$ cat src/rtl/reorder_arb_pkg.sv
// Shared widths for the two-requester read arbiter and its ID merge helper.
package reorder_arb_pkg;

    localparam int NUM_REQ    = 2;
    localparam int LOCAL_ID_W = 3;
    localparam int ID_W       = 4;
    localparam int CNT_W      = 4;

    typedef logic [CNT_W-1:0] cnt_t;

    // Merged downstream ID carries the requester index in its top bit.
    function automatic logic [ID_W-1:0] merge_id(input logic reqIdx,
                                                 input logic [LOCAL_ID_W-1:0] localId);
        return {reqIdx, localId};
    endfunction

endpackage

$ cat src/rtl/rr_arbiter2.sv
// Two-way round-robin picker: the favoured requester wins if eligible, else the other.
module rr_arbiter2
    import reorder_arb_pkg::*;
(
    input  logic               clk,
    input  logic               rst_n,
    input  logic [NUM_REQ-1:0] i_eligible,
    input  logic               i_advance,
    output logic               o_grantValid,
    output logic               o_winner
);

    logic r_rrPtr;

    always_comb begin
        o_grantValid = 1'b0;
        o_winner     = r_rrPtr;
        if (i_eligible[r_rrPtr]) begin
            o_grantValid = 1'b1;
            o_winner     = r_rrPtr;
        end else if (i_eligible[~r_rrPtr]) begin
            o_grantValid = 1'b1;
            o_winner     = ~r_rrPtr;
        end
    end

    // Priority flips to the loser only when a grant is actually taken.
    always_ff @(posedge clk or negedge rst_n) begin
        if (!rst_n) begin
            r_rrPtr <= 1'b0;
        end else if (i_advance && o_grantValid) begin
            r_rrPtr <= ~o_winner;
        end
    end

endmodule

$ cat src/rtl/reorder_arb.sv
// Merges two AXI-like read requesters onto one AR channel and routes R back by ID.
module reorder_arb
    import reorder_arb_pkg::*;
#(
    parameter int DATA_WIDTH      = 8,
    parameter int MAX_OUTSTANDING = 8
) (
    input  logic                                clk,
    input  logic                                rst_n,
    input  logic [NUM_REQ-1:0][LOCAL_ID_W-1:0]  s_arid_i,
    input  logic [NUM_REQ-1:0]                  s_arvalid_i,
    output logic [NUM_REQ-1:0]                  s_arready_o,
    output logic [ID_W-1:0]                     m_arid_o,
    output logic                                m_arvalid_o,
    input  logic                                m_arready_i,
    input  logic [DATA_WIDTH-1:0]               m_rdata_i,
    input  logic [ID_W-1:0]                     m_rid_i,
    input  logic                                m_rvalid_i,
    output logic                                m_rready_o,
    output logic [NUM_REQ-1:0][DATA_WIDTH-1:0]  s_rdata_o,
    output logic [NUM_REQ-1:0][LOCAL_ID_W-1:0]  s_rid_o,
    output logic [NUM_REQ-1:0]                  s_rvalid_o,
    input  logic [NUM_REQ-1:0]                  s_rready_i,
    output logic                                idle_o,
    output logic                                err_o
);

    localparam cnt_t MAX_CNT = cnt_t'(MAX_OUTSTANDING);

    logic                            r_arValid;
    logic [ID_W-1:0]                 r_arId;
    logic [NUM_REQ-1:0][CNT_W-1:0]   r_cnt;
    logic                            r_err;

    logic               w_loadEn;
    logic [NUM_REQ-1:0] w_eligible;
    logic               w_grantValid;
    logic               w_winner;
    logic               w_accept;
    logic               w_rSel;
    logic               w_rHs;
    logic [NUM_REQ-1:0] w_inc;
    logic [NUM_REQ-1:0] w_dec;

    assign w_loadEn = ~r_arValid | m_arready_i;

    always_comb begin
        w_eligible = '0;
        for (int i = 0; i < NUM_REQ; i++) begin
            w_eligible[i] = s_arvalid_i[i] & (r_cnt[i] < MAX_CNT);
        end
    end

    rr_arbiter2 u_rr (
        .clk          (clk),
        .rst_n        (rst_n),
        .i_eligible   (w_eligible),
        .i_advance    (w_loadEn),
        .o_grantValid (w_grantValid),
        .o_winner     (w_winner)
    );

    assign w_accept    = w_loadEn & w_grantValid;
    assign w_inc       = w_accept ? (w_winner ? 2'b10 : 2'b01) : 2'b00;
    assign s_arready_o = w_inc;

    // Single AR holding register; it only reloads when empty or being drained.
    always_ff @(posedge clk or negedge rst_n) begin
        if (!rst_n) begin
            r_arValid <= 1'b0;
            r_arId    <= '0;
        end else if (w_loadEn) begin
            r_arValid <= w_grantValid;
            if (w_grantValid) begin
                r_arId <= merge_id(w_winner, s_arid_i[w_winner]);
            end
        end
    end

    assign m_arvalid_o = r_arValid;
    assign m_arid_o    = r_arId;

    assign w_rSel      = m_rid_i[ID_W-1];
    assign s_rvalid_o  = w_rSel ? {m_rvalid_i, 1'b0} : {1'b0, m_rvalid_i};
    assign s_rdata_o   = {m_rdata_i, m_rdata_i};
    assign s_rid_o     = {m_rid_i[LOCAL_ID_W-1:0], m_rid_i[LOCAL_ID_W-1:0]};
    assign m_rready_o  = s_rready_i[w_rSel];
    assign w_rHs       = m_rvalid_i & m_rready_o;
    assign w_dec       = w_rHs ? (w_rSel ? 2'b10 : 2'b01) : 2'b00;

    // A response with nothing outstanding is a protocol error; the count stays at zero.
    always_ff @(posedge clk or negedge rst_n) begin
        if (!rst_n) begin
            r_cnt <= '0;
            r_err <= 1'b0;
        end else begin
            for (int i = 0; i < NUM_REQ; i++) begin
                if (w_inc[i] && !w_dec[i]) begin
                    r_cnt[i] <= r_cnt[i] + 1'b1;
                end else if (w_dec[i] && !w_inc[i]) begin
                    if (r_cnt[i] == '0) begin
                        r_err <= 1'b1;
                    end else begin
                        r_cnt[i] <= r_cnt[i] - 1'b1;
                    end
                end
            end
        end
    end

    assign err_o  = r_err;
    assign idle_o = ~r_arValid & (r_cnt[0] == '0) & (r_cnt[1] == '0);

endmodule

$ cat config.mk
export PLATFORM = sky130hd
export DESIGN_NAME = reorder_arb
export DESIGN_NICKNAME = d
export VERILOG_FILES = /design/src/rtl/reorder_arb_pkg.sv /design/src/rtl/rr_arbiter2.sv /design/src/rtl/reorder_arb.sv
export SDC_FILE = /design/constraint.sdc
export NUM_CORES = 1
export LEC_CHECK = 0
export BUFFER_PORTS_ARGS = -buffer_cell sky130_fd_sc_hd__buf_2
export CAP_MARGIN = 20
export CORE_MARGIN = 5
export CORE_UTILIZATION = 40
export DETAILED_ROUTE_END_ITERATION = 8
export GPL_TIMING_DRIVEN = 1
export MAX_ROUTING_LAYER = met4
export PLACE_DENSITY = 0.73
export SYNTH_ARGS = -nofsm -noshare
export SYNTH_HDL_FRONTEND = slang
export SYNTH_HIERARCHICAL = 1
export SYNTH_SLANG_ARGS = --single-unit
export TNS_END_PERCENT = 100
$ cat constraint.sdc
create_clock -name clk -period 3.5 [get_ports clk]
set_input_delay 0.7 -clock clk [delete_from_list [all_inputs] [get_ports clk]]
set_output_delay 0.7 -clock clk [all_outputs]
set_load 0.005 [all_outputs]
Yosys cells after proc, flatten, opt, wreduce, memory -nomap -nowiden
Cells that the tools add are included.

Flip-flop bits (word level): 15. Bits in latches: 0. RAM bits: 0. Memory bits (read-only): 0. Bits of input ports: 26. Memories kept: 0.

Add/sub/neg operators: 4. $mul: 0. Divide/modulo/power cells: 0. $lt $le $gt $ge: 6. Equality and inequality tests: 2. Shift operators: 0. Mux-type cells: 29. Bitwise operators: 10. Reductions and logical operators: 16.

Operators by type and width (number): $mux 4 (6); $mux 1 (16); $mux 2 (5); $add 4x1->4 const B (2); $logic_not 4->1 (2); $lt 1x2->1 const B (4); $lt 4x4->1 const B (2); $sub 4x1->4 const B (2); $and 1x1->1 (6); $mux 3 (2); $reduce_and 2->1 (3); $logic_and 1x1->1 (5); $logic_not 1->1 (4); $ne 2x2->1 const B (2); $reduce_bool 2->1 (2); $not 1->1 (3); $or 1x1->1 (1).

Longest topological paths before layout
Gate-level depths: netlist of the first run.

Depth after elaboration: 15. Depth in mapped cells: 13.

Cells and area by module
The synthesis of the first run kept the hierarchy.

By module, submodules not included: reorder_arb (instances 1, cells an instance 109, area each 1059.8 µm², sequential area each 350.3 µm²); rr_arbiter2 (instances 1, cells an instance 7, area each 55.1 µm², sequential area each 25.0 µm²).

Worst setup path before layout of the first run
OpenSTA, ideal clock, no wires.

Path kind: input to register. Start point: in s_arvalid_i[1]. End point: reg r_cnt[7] (netlist bit). Arrival: 3070 ps. Path slack: 304 ps. Stages: 13. Cells stage by stage: nor2b_1 > nor2_1 > o21ai_1 > clkbuf_1 > nand3_1 > inv_1 > ha_1 > inv_1 > ha_1 > a21o_1 > a21oi_1 > mux2_2 > a221o_1.

Word-level cells in the longest chain between the ends: 11. Elaborated cells between the ends (all ways): 19. Those cells by class: eq/ne (1); mux (11); bitwise (2); reduce/logical (5).

RTL lines: start, declared (line reorder_arb.sv:11) `input logic [NUM_REQ-1:0] s_arvalid_i,`; $and 1x1->1 (*) (line reorder_arb.sv:50) `w_eligible[i] = s_arvalid_i[i] & (r_cnt[i] < MAX_CNT);`; $mux 1 (not written as such) (2 in series) (line rr_arbiter2.sv:21) `end else if (i_eligible[~r_rrPtr]) begin`; $mux 1 (line rr_arbiter2.sv:21); $mux 1 (*) (line rr_arbiter2.sv:18) `if (i_eligible[r_rrPtr]) begin`; net w_winner (line reorder_arb.sv:38) `logic w_winner;`; $mux 2 (*) (2 in series) (line reorder_arb.sv:64) `assign w_inc = w_accept ? (w_winner ? 2'b10 : 2'b01) : 2'b00;`; net s_arready_o[1] (line reorder_arb.sv:12) `output logic [NUM_REQ-1:0] s_arready_o,`; $logic_not 1->1 (line reorder_arb.sv:100) `end else if (w_dec[i] && !w_inc[i]) begin`; $logic_and 1x1->1 (line reorder_arb.sv:100); $reduce_bool 2->1 (no source line); $reduce_and 2->1 (no source line); end signal, assigned by index (line reorder_arb.sv:99) `r_cnt[i] <= r_cnt[i] + 1'b1;`; end signal, assigned by index (line reorder_arb.sv:104) `r_cnt[i] <= r_cnt[i] - 1'b1;`; end, declared (line reorder_arb.sv:32) `logic [NUM_REQ-1:0][CNT_W-1:0] r_cnt;`.

The timed path passes the listed nets; every way through them passes the cells marked *. The select of a mux whose other input is x is not followed. A chain may end at the register's enable or synchronous reset.

Final worst setup path of the first run
Start point: in s_arvalid_i[1]. End point: reg r_cnt[7] (netlist bit).

Word-level cells in the longest chain between the ends: 11. Elaborated cells between the ends (all ways): 19. Those cells by class: eq/ne (1); mux (11); bitwise (2); reduce/logical (5).

RTL lines: $and 1x1->1 (*) (line reorder_arb.sv:50); net w_eligible[1] (line reorder_arb.sv:36) `logic [NUM_REQ-1:0] w_eligible;`; $mux 1 (not written as such) (2 in series) (line rr_arbiter2.sv:21); $mux 1 (line rr_arbiter2.sv:21); $mux 1 (*) (line rr_arbiter2.sv:18); net w_winner (line reorder_arb.sv:38); $mux 2 (*) (2 in series) (line reorder_arb.sv:64); $logic_not 1->1 (line reorder_arb.sv:100); $logic_and 1x1->1 (line reorder_arb.sv:100); $reduce_bool 2->1 (no source line); $reduce_and 2->1 (no source line).

Marked as above.

==> results of run 1 <==
[logic make-up after synthesis]
family / share of synthesized area (%)
AO/OA/AOI/OAI: 8.641
adder cells (fa/ha/maj): 12.57
AND/OR/NAND/NOR: 16.39
flip-flops: 33.67
XOR/XNOR: 3.929
multiplexers: 7.632
buffers and inverters: 17.17
[metal layers]
layer  up-vias  part of all wire (%)  wire length [um]  GRT usage [%]
met1       391                    38               860          12.92
met5         -                     0                 0              -
met4         0                   3.7                85          7.692
li1        389                     -                 -              -
met3        13                   8.0               183          2.698
met2        30                    51              1162          23.06
[stage by stage]
step / hold slack [ns] / cells / util, % / area (sq um)
after global routing: 0.3162 / 155 / 42.38 / 1149
after CTS: 0.3135 / 155 / 42.38 / 1149
final: 0.3058 / 155 / 42.38 / 1149
after global placement: 0.4589 / 151 / 41.41 / 1122
after floorplan: 0.4044 / 116 / - / 1115
after detailed placement: 0.4624 / 151 / 41.41 / 1122
[flip-flops by register name, summed over array words and instances, names as in the netlist]
register and cells:
m_arvalid_o 1, r_cnt 8, m_arid_o 4, err_o 1, u_rr/r_rrPtr 1
[worst register-to-register path: stages (launching register included)]
cell,delay [ns]
dfrtp_1,0.46
nor2b_1,0.27
nor2_1,0.08
o21ai_1,0.17
nand3_1,0.15
inv_1,0.11
ha_1,0.20
inv_1,0.12
ha_1,0.29
a21o_1,0.18
a21oi_1,0.24
mux2_2,0.37
a221o_1,0.30
[how the worst max path moves through the flow]
stage	start	endpoint	slack [ns]	depth (start not counted)
finish	s_arvalid_i[1]	r_cnt[7]	0.43	13
floorplan	s_arvalid_i[1]	r_cnt[7]	0.30	13
global route	r_cnt[7]	r_cnt[7]	0.25	12
CTS	s_arvalid_i[1]	r_cnt[7]	0.43	13
global placement	s_arvalid_i[1]	r_cnt[7]	0.30	13
detailed placement	s_arvalid_i[1]	r_cnt[7]	0.13	13
[cells in the final DEF, fill, tap and decap left out]
cell / count
a211oi_1: 1
mux2_2: 4
buf_2: 26
or3_4: 1
buf_4: 1
or2_2: 1
o21ai_1: 1
nor2_1: 4
a21oi_1: 3
ha_1: 8
nor3b_1: 3
mux2i_1: 4
a31oi_1: 2
nor2b_1: 3
dfrtp_1: 15
or2_1: 1
nor3_1: 1
nand2_1: 12
xor2_1: 2
a221o_1: 1
nand2b_1: 2
xnor2_1: 3
a21o_1: 1
and2_1: 1
a211o_1: 1
nand3_1: 2
or3_1: 1
clkbuf_1: 1
or4_4: 1
o21ai_0: 3
o31ai_1: 2
fa_1: 2
nor4_1: 1
clkbuf_4: 3
inv_1: 6
[area by class of cell]
| cell class | count | area, sq um |
|---|---|---|
| Multi-Input combinational cell | 72 | 548.0 |
| Clock buffer | 4 | 26.28 |
| Sequential cell | 15 | 375.4 |
| Fill cell | 280 | 1562 |
| Tap cell | 31 | 38.79 |
| Timing Repair Buffer | 27 | 137.6 |
| Inverter | 6 | 22.52 |
[power groups by stage]
stage | clock, mW | sequential (mW) | combinational (mW)
final | 0.0991 | 0.348 | 0.549
after global routing | 0.114 | 0.363 | 0.617
after global placement | 0 | 0.345 | 0.506
after CTS | 0.101 | 0.348 | 0.551
after detailed placement | 0 | 0.352 | 0.547
after floorplan | 0 | 0.337 | 0.407
==> key figures, run 1 <==
Status
  – Outcome: completed

Die
  – I/O Pins: 60
  – Initial Utilization: 41.14%
  – Row cnt: 19
  – Die Span Y: 62.79 um
  – Die ar.: 3943 sq um
  – CORE AREA: 2710 sq um
  – Die width: 62.79 um

Detailed routing
  – Residual DRC: 0
  – Vias/cell: 5.310
  – Drt wl/cell: 14.79 um
  – DRT Pass-1 Iters: 4
  – DRT iter0 DRCs: 30
  – Via count: 823
  – ANT nets after route: 0
  – Final wirelength: 2.292 mm

Setup path
  – CP bufs+invs: 3
  – Worst EP arrival: 3.24 ns
  – Kind of critical path: primary input to register
  – CP Launch Type: primary input
  – Required time worst endpoint: 3.67 ns
  – Max incr delay on CP: 0.37 ns
  – RR Startpoint: r_cnt[7]
  – R2R setup slack: 0.45 ns
  – Worst path slowest cell: mux2_2
  – Crit-path leading delay family: compound AO/OA/AOI/OAI gates
  – End of the worst register-to-register path: r_cnt[7]
  – R2r worst-path depth: 12
  – CP endpoint kind: register
  – Crit-path cells: buf_2, nor2b_1, nor2_1, o21ai_1, nand3_1, inv_1, ha_1, inv_1, ha_1, a21o_1, a21oi_1, mux2_2, a221o_1
  – Crit path max fanout: 5

Power and ir drop
  – Leakage: 0.5734 nW
  – Total power: 0.9955 mW
  – Sw frac: 41.64%
  – Sw power: 0.4145 mW
  – VDD IR-drop max: 0.3231 mV
  – Combinational share of power: 55.1%
  – Power Density: 866.7 nW/um^2
  – Internal: 0.5810 mW
  – Sequential share of power: 34.9%
  – Clock network power share: 10.0%

Timing
  – Setup TNS: 0 ns
  – Final WS setup: 0.4297 ns
  – FMAX: 325.7 MHz
  – Fin. max-slew vios: 0
  – Final hold vios: 0
  – Final Cycle Share: 87.72%
  – Fin crit period: 3.070 ns
  – Setup Viol. Count Final: 0
  – RSZ-0062 raised after global routing: no
  – Clock skew: 0.003287 ns
  – Slew at the pin with the worst max-slew slack: 0.3516 ns
  – Slew headroom: 76.38%

Synth
  – Post-synth EDFFs: 0
  – Mapped cell area: 1115 sq um
  – Syn nets: 152
  – Yosys reg bits: 15
  – Cell count after synthesis: 116
  – Syn_area_per_cell: 9.611 sq um
  – Commonest cells in the netlist: buf_4, dfrtp_1, nand2_1
  – Synth area leaders: dfrtp_1, buf_4, ha_1
  – Cell taking the most area after synthesis: dfrtp_1
  – Seq/Total Area, Yosys: 33.67%
  – Top-count cell post-synth: buf_4
  – Yosys warning count: 6
  – Count of different cell masters after synthesis: 33
  – Most used DFF post-synth: dfrtp_1
  – Share of the synthesized area in the top cell type: 33.67%
  – FFs w/ async S/R, synth: 100.0%

Clock tree
  – CTS tree: built
  – H-tree Lvls: 1
  – Setup Buffers After CTS: 0
  – Clock transition at path regs: 0.09 ns
  – Clk sinks: 15
  – Cts bufs inserted: 3
  – CTS-repair resized insts: 0
  – Hold buffer count at CTS: 0
  – CTS Buffer Depth: 2
  – Worst skew pair latency: 0.28 ns
  – Root Buffer Master: clkbuf_4

Run
  – MaxCap Viol Count: 0

Global routing
  – Largest net degree at the start of global routing: 16
  – Overflow after GRT: 0
  – Global-route wire length before repair: 4.057 mm
  – GRT Total Usage: 12.99%
  – Initial antenna violation count: 0
  – Vias in the first global route: 923

Min path
  – Worst hold path type: primary input to asynchronous set/reset pin

Place
  – Port bufs: 26
  – Gp weighted congestion: 0.8297
  – Setup WS pre-CTS: 0.1284 ns
  – HPWL Detailed: 1.904 mm

Final layout
  – Diodes inserted: 0
  – Nets@finish: 161
  – Share of post-route cells with drive strength above 1: 29.84%
  – Area grow syn2layout: 3.030%
Power figures use the tool's default switching activity.
==> run 2: changes to the inputs <==
--- a/config.mk
+++ b/config.mk
@@ -11,7 +11,6 @@
 export CORE_UTILIZATION = 40
 export DETAILED_ROUTE_END_ITERATION = 8
 export GPL_TIMING_DRIVEN = 1
-export MAX_ROUTING_LAYER = met4
 export PLACE_DENSITY = 0.73
 export SYNTH_ARGS = -nofsm -noshare
 export SYNTH_HDL_FRONTEND = slang
==> run 2 against run 1 <==
Register-to-register slack about the same. Global-route usage down 0.35 points. Sequential power about the same. Largest cell class unchanged. Clock skew barely moved. Highest routed layer unchanged. Combinational power about the same. Worst hold slack is essentially flat. Critical path depth unchanged. Largest power group unchanged. Sequential share of layout area unchanged. Flip-flop and latch count unchanged. Maximum frequency about the same.
==> key figures, run 2 (synthesis gave the netlist of run 1 again) <==
Status
  – Outcome: completed

Die
  – Die Span Y: 62.79 um (unchanged)
  – CORE AREA: 2710 sq um (unchanged)
  – Row cnt: 19 (unchanged)
  – Die ar.: 3943 sq um (unchanged)
  – Die width: 62.79 um (unchanged)
  – I/O Pins: 60 (unchanged)
  – Initial Utilization: 41.14% (unchanged)

Place
  – Port bufs: 26 (unchanged)
  – Gp weighted congestion: 0.8175 (-1.5%)
  – Placed Cells: 151 (unchanged)
  – HPWL Detailed: 1.904 mm (unchanged)

Final layout
  – Diodes inserted: 0 (unchanged)
  – Multi-input logic area: 548.0 sq um (unchanged)
  – Seq. cell area: 375.4 sq um (unchanged)
  – Final core utilization: 42.38% (unchanged)
  – Leading cell types in the layout, fill and taps excluded: buf_2, dfrtp_1, nand2_1, ha_1, inv_1
  – Commonest non-fill, non-tap cell in the layout: buf_2
  – Share of post-route cells with drive strength above 1: 29.84% (unchanged)
  – Register bank with the most flops: r_cnt
  – Fill cells: 280 (unchanged)
  – Post-Layout Cell Count: 155 (unchanged)
  – Nets@finish: 161 (unchanged)
  – Max reg flops: 8 (unchanged)
  – Area grow syn2layout: 3.030% (unchanged)

Setup path
  – Required time worst endpoint: 3.67 ns (about the same)
  – Crit path max fanout: 5 (unchanged)
  – CP bufs+invs: 3 (unchanged)
  – Max incr delay on CP: 0.37 ns (about the same)
  – Worst EP arrival: 3.24 ns (about the same)
  – CP endpoint kind: register
  – Kind of critical path: primary input to register
  – Crit-path cells: buf_2, nor2b_1, nor2_1, o21ai_1, nand3_1, inv_1, ha_1, inv_1, ha_1, a21o_1, a21oi_1, mux2_2, a221o_1
  – CP Launch Type: primary input
  – Worst path slowest cell: mux2_2
  – Crit-path leading delay family: compound AO/OA/AOI/OAI gates

Detailed routing
  – Final wirelength: 2.293 mm (about the same)
  – DRT Pass-1 Iters: 4 (unchanged)
  – ANT nets after route: 0 (unchanged)
  – Residual DRC: 0 (unchanged)
  – DRT iter0 DRCs: 25 (-17%)
  – Via count: 823 (unchanged)
  – Vias/cell: 5.310 (unchanged)
  – Drt wl/cell: 14.79 um (about the same)

Clock tree
  – H-tree Lvls: 1 (unchanged)
  – Clock transition at path regs: 0.09 ns (about the same)
  – Hold buffer count at CTS: 0 (unchanged)
  – Setup Buffers After CTS: 0 (unchanged)
  – CTS tree: built
  – Worst skew pair latency: 0.28 ns (about the same)
  – Clk sinks: 15 (unchanged)
  – Root Buffer Master: clkbuf_4
  – CTS Buffer Depth: 2 (unchanged)
  – CTS-repair resized insts: 0 (unchanged)
  – Cts bufs inserted: 3 (unchanged)

Power and ir drop
  – Total power: 0.9957 mW (about the same)
  – VDD IR-drop max: 0.3231 mV (about the same)
  – Power Density: 866.9 nW/um^2 (about the same)
  – Leakage: 0.5734 nW (unchanged)

Min path
  – Worst hold path type: primary input to asynchronous set/reset pin

Global routing
  – Met1 Use GR: 12.92% (unchanged)
  – Vias in the first global route: 922 (-0.11%)
  – GRT Total Usage: 12.64% (-0.35 points)
  – Overflow after GRT: 0 (unchanged)
  – M2 GR Usage: 23.06% (unchanged)
  – Grt met3 use: 2.698% (unchanged)
  – Top Usage Layer GRT: met2
  – Initial antenna violation count: 0 (unchanged)
  – Global-route wire length before repair: 4.057 mm (unchanged)
  – Largest net degree at the start of global routing: 16 (unchanged)

Timing
  – Fin crit period: 3.070 ns (+0.0001410 ns)
  – Slew at the pin with the worst max-slew slack: 0.3516 ns (unchanged)
  – Slew headroom: 76.38% (unchanged)
  – Final Cycle Share: 87.73% (about the same)
  – Final hold vios: 0 (unchanged)
  – Setup Viol. Count Final: 0 (unchanged)
  – RSZ-0062 raised after global routing: no
  – Setup TNS: 0 ns (unchanged)
  – Fin. max-slew vios: 0 (unchanged)
  – FMAX: 325.7 MHz (about the same)
  – Clock skew: 0.003273 ns (-0.00001344 ns)

Run
  – MaxCap Viol Count: 0 (unchanged)
==> run 2: cell counts in the layout (fill, tap and decap cells not counted) <==
Identical to the previous run, type by type.
==> run 2: worst register-to-register path, stage by stage, from the launching register on <==
cell and delay, ns:
dfrtp_1 0.46, nor2b_1 0.27, nor2_1 0.08, o21ai_1 0.17, nand3_1 0.15, inv_1 0.11
ha_1 0.20, inv_1 0.12, ha_1 0.29, a21o_1 0.18, a21oi_1 0.24, mux2_2 0.37
a221o_1 0.30
==> run 2: cell type report <==
cell class / instances / area share [%]
Timing Repair Buffer: 27 / 11.98
Clock buffer: 4 / 2.288
Sequential cell: 15 / 32.68
Tap cell: 31 / 3.377
Multi-Input combinational cell: 72 / 47.71
Inverter: 6 / 1.961
==> run 2: where the power goes <==
part	internal (mW)	switching, mW	total [mW]	leakage [nW]
Clock	0.0443	0.0548	0.0991	0.0150
Combinational	0.275	0.274	0.549	0.382
Sequential	0.262	0.0856	0.348	0.177
==> run 2: path summary, 6_finish.rpt <==
check	depth (start not counted)	from	slack, ns	to
setup reg to reg	12	r_cnt[7]	0.44	r_cnt[7]
hold / removal	1	rst_n	0.31	r_cnt[1]
hold reg to reg	1	err_o	0.48	err_o
max in group asynchronous	1	rst_n	2.94	m_arid_o[3]
min in group clk	1	err_o	0.48	err_o
setup / recovery	13	s_arvalid_i[1]	0.43	r_cnt[7]
==> run 2: per-layer routing <==
layer,vias up,part of all wire (%),wire (um)
li1,389,-,-
met1,391,38,862
met2,30,51,1161
met3,13,8.0,183
met4,0,3.7,85
met5,-,0,0
==> run 2: metrics by stage <==
stage               setup slack [ns]  area, sq um  hold WS (ns)
finish                        0.4296         1149        0.3058
global route                  0.2457         1149        0.3162
CTS                           0.4279         1149        0.3135
detailed placement            0.1284         1122        0.4624
global placement              0.2972         1122        0.4589
floorplan                     0.3039         1115        0.4044
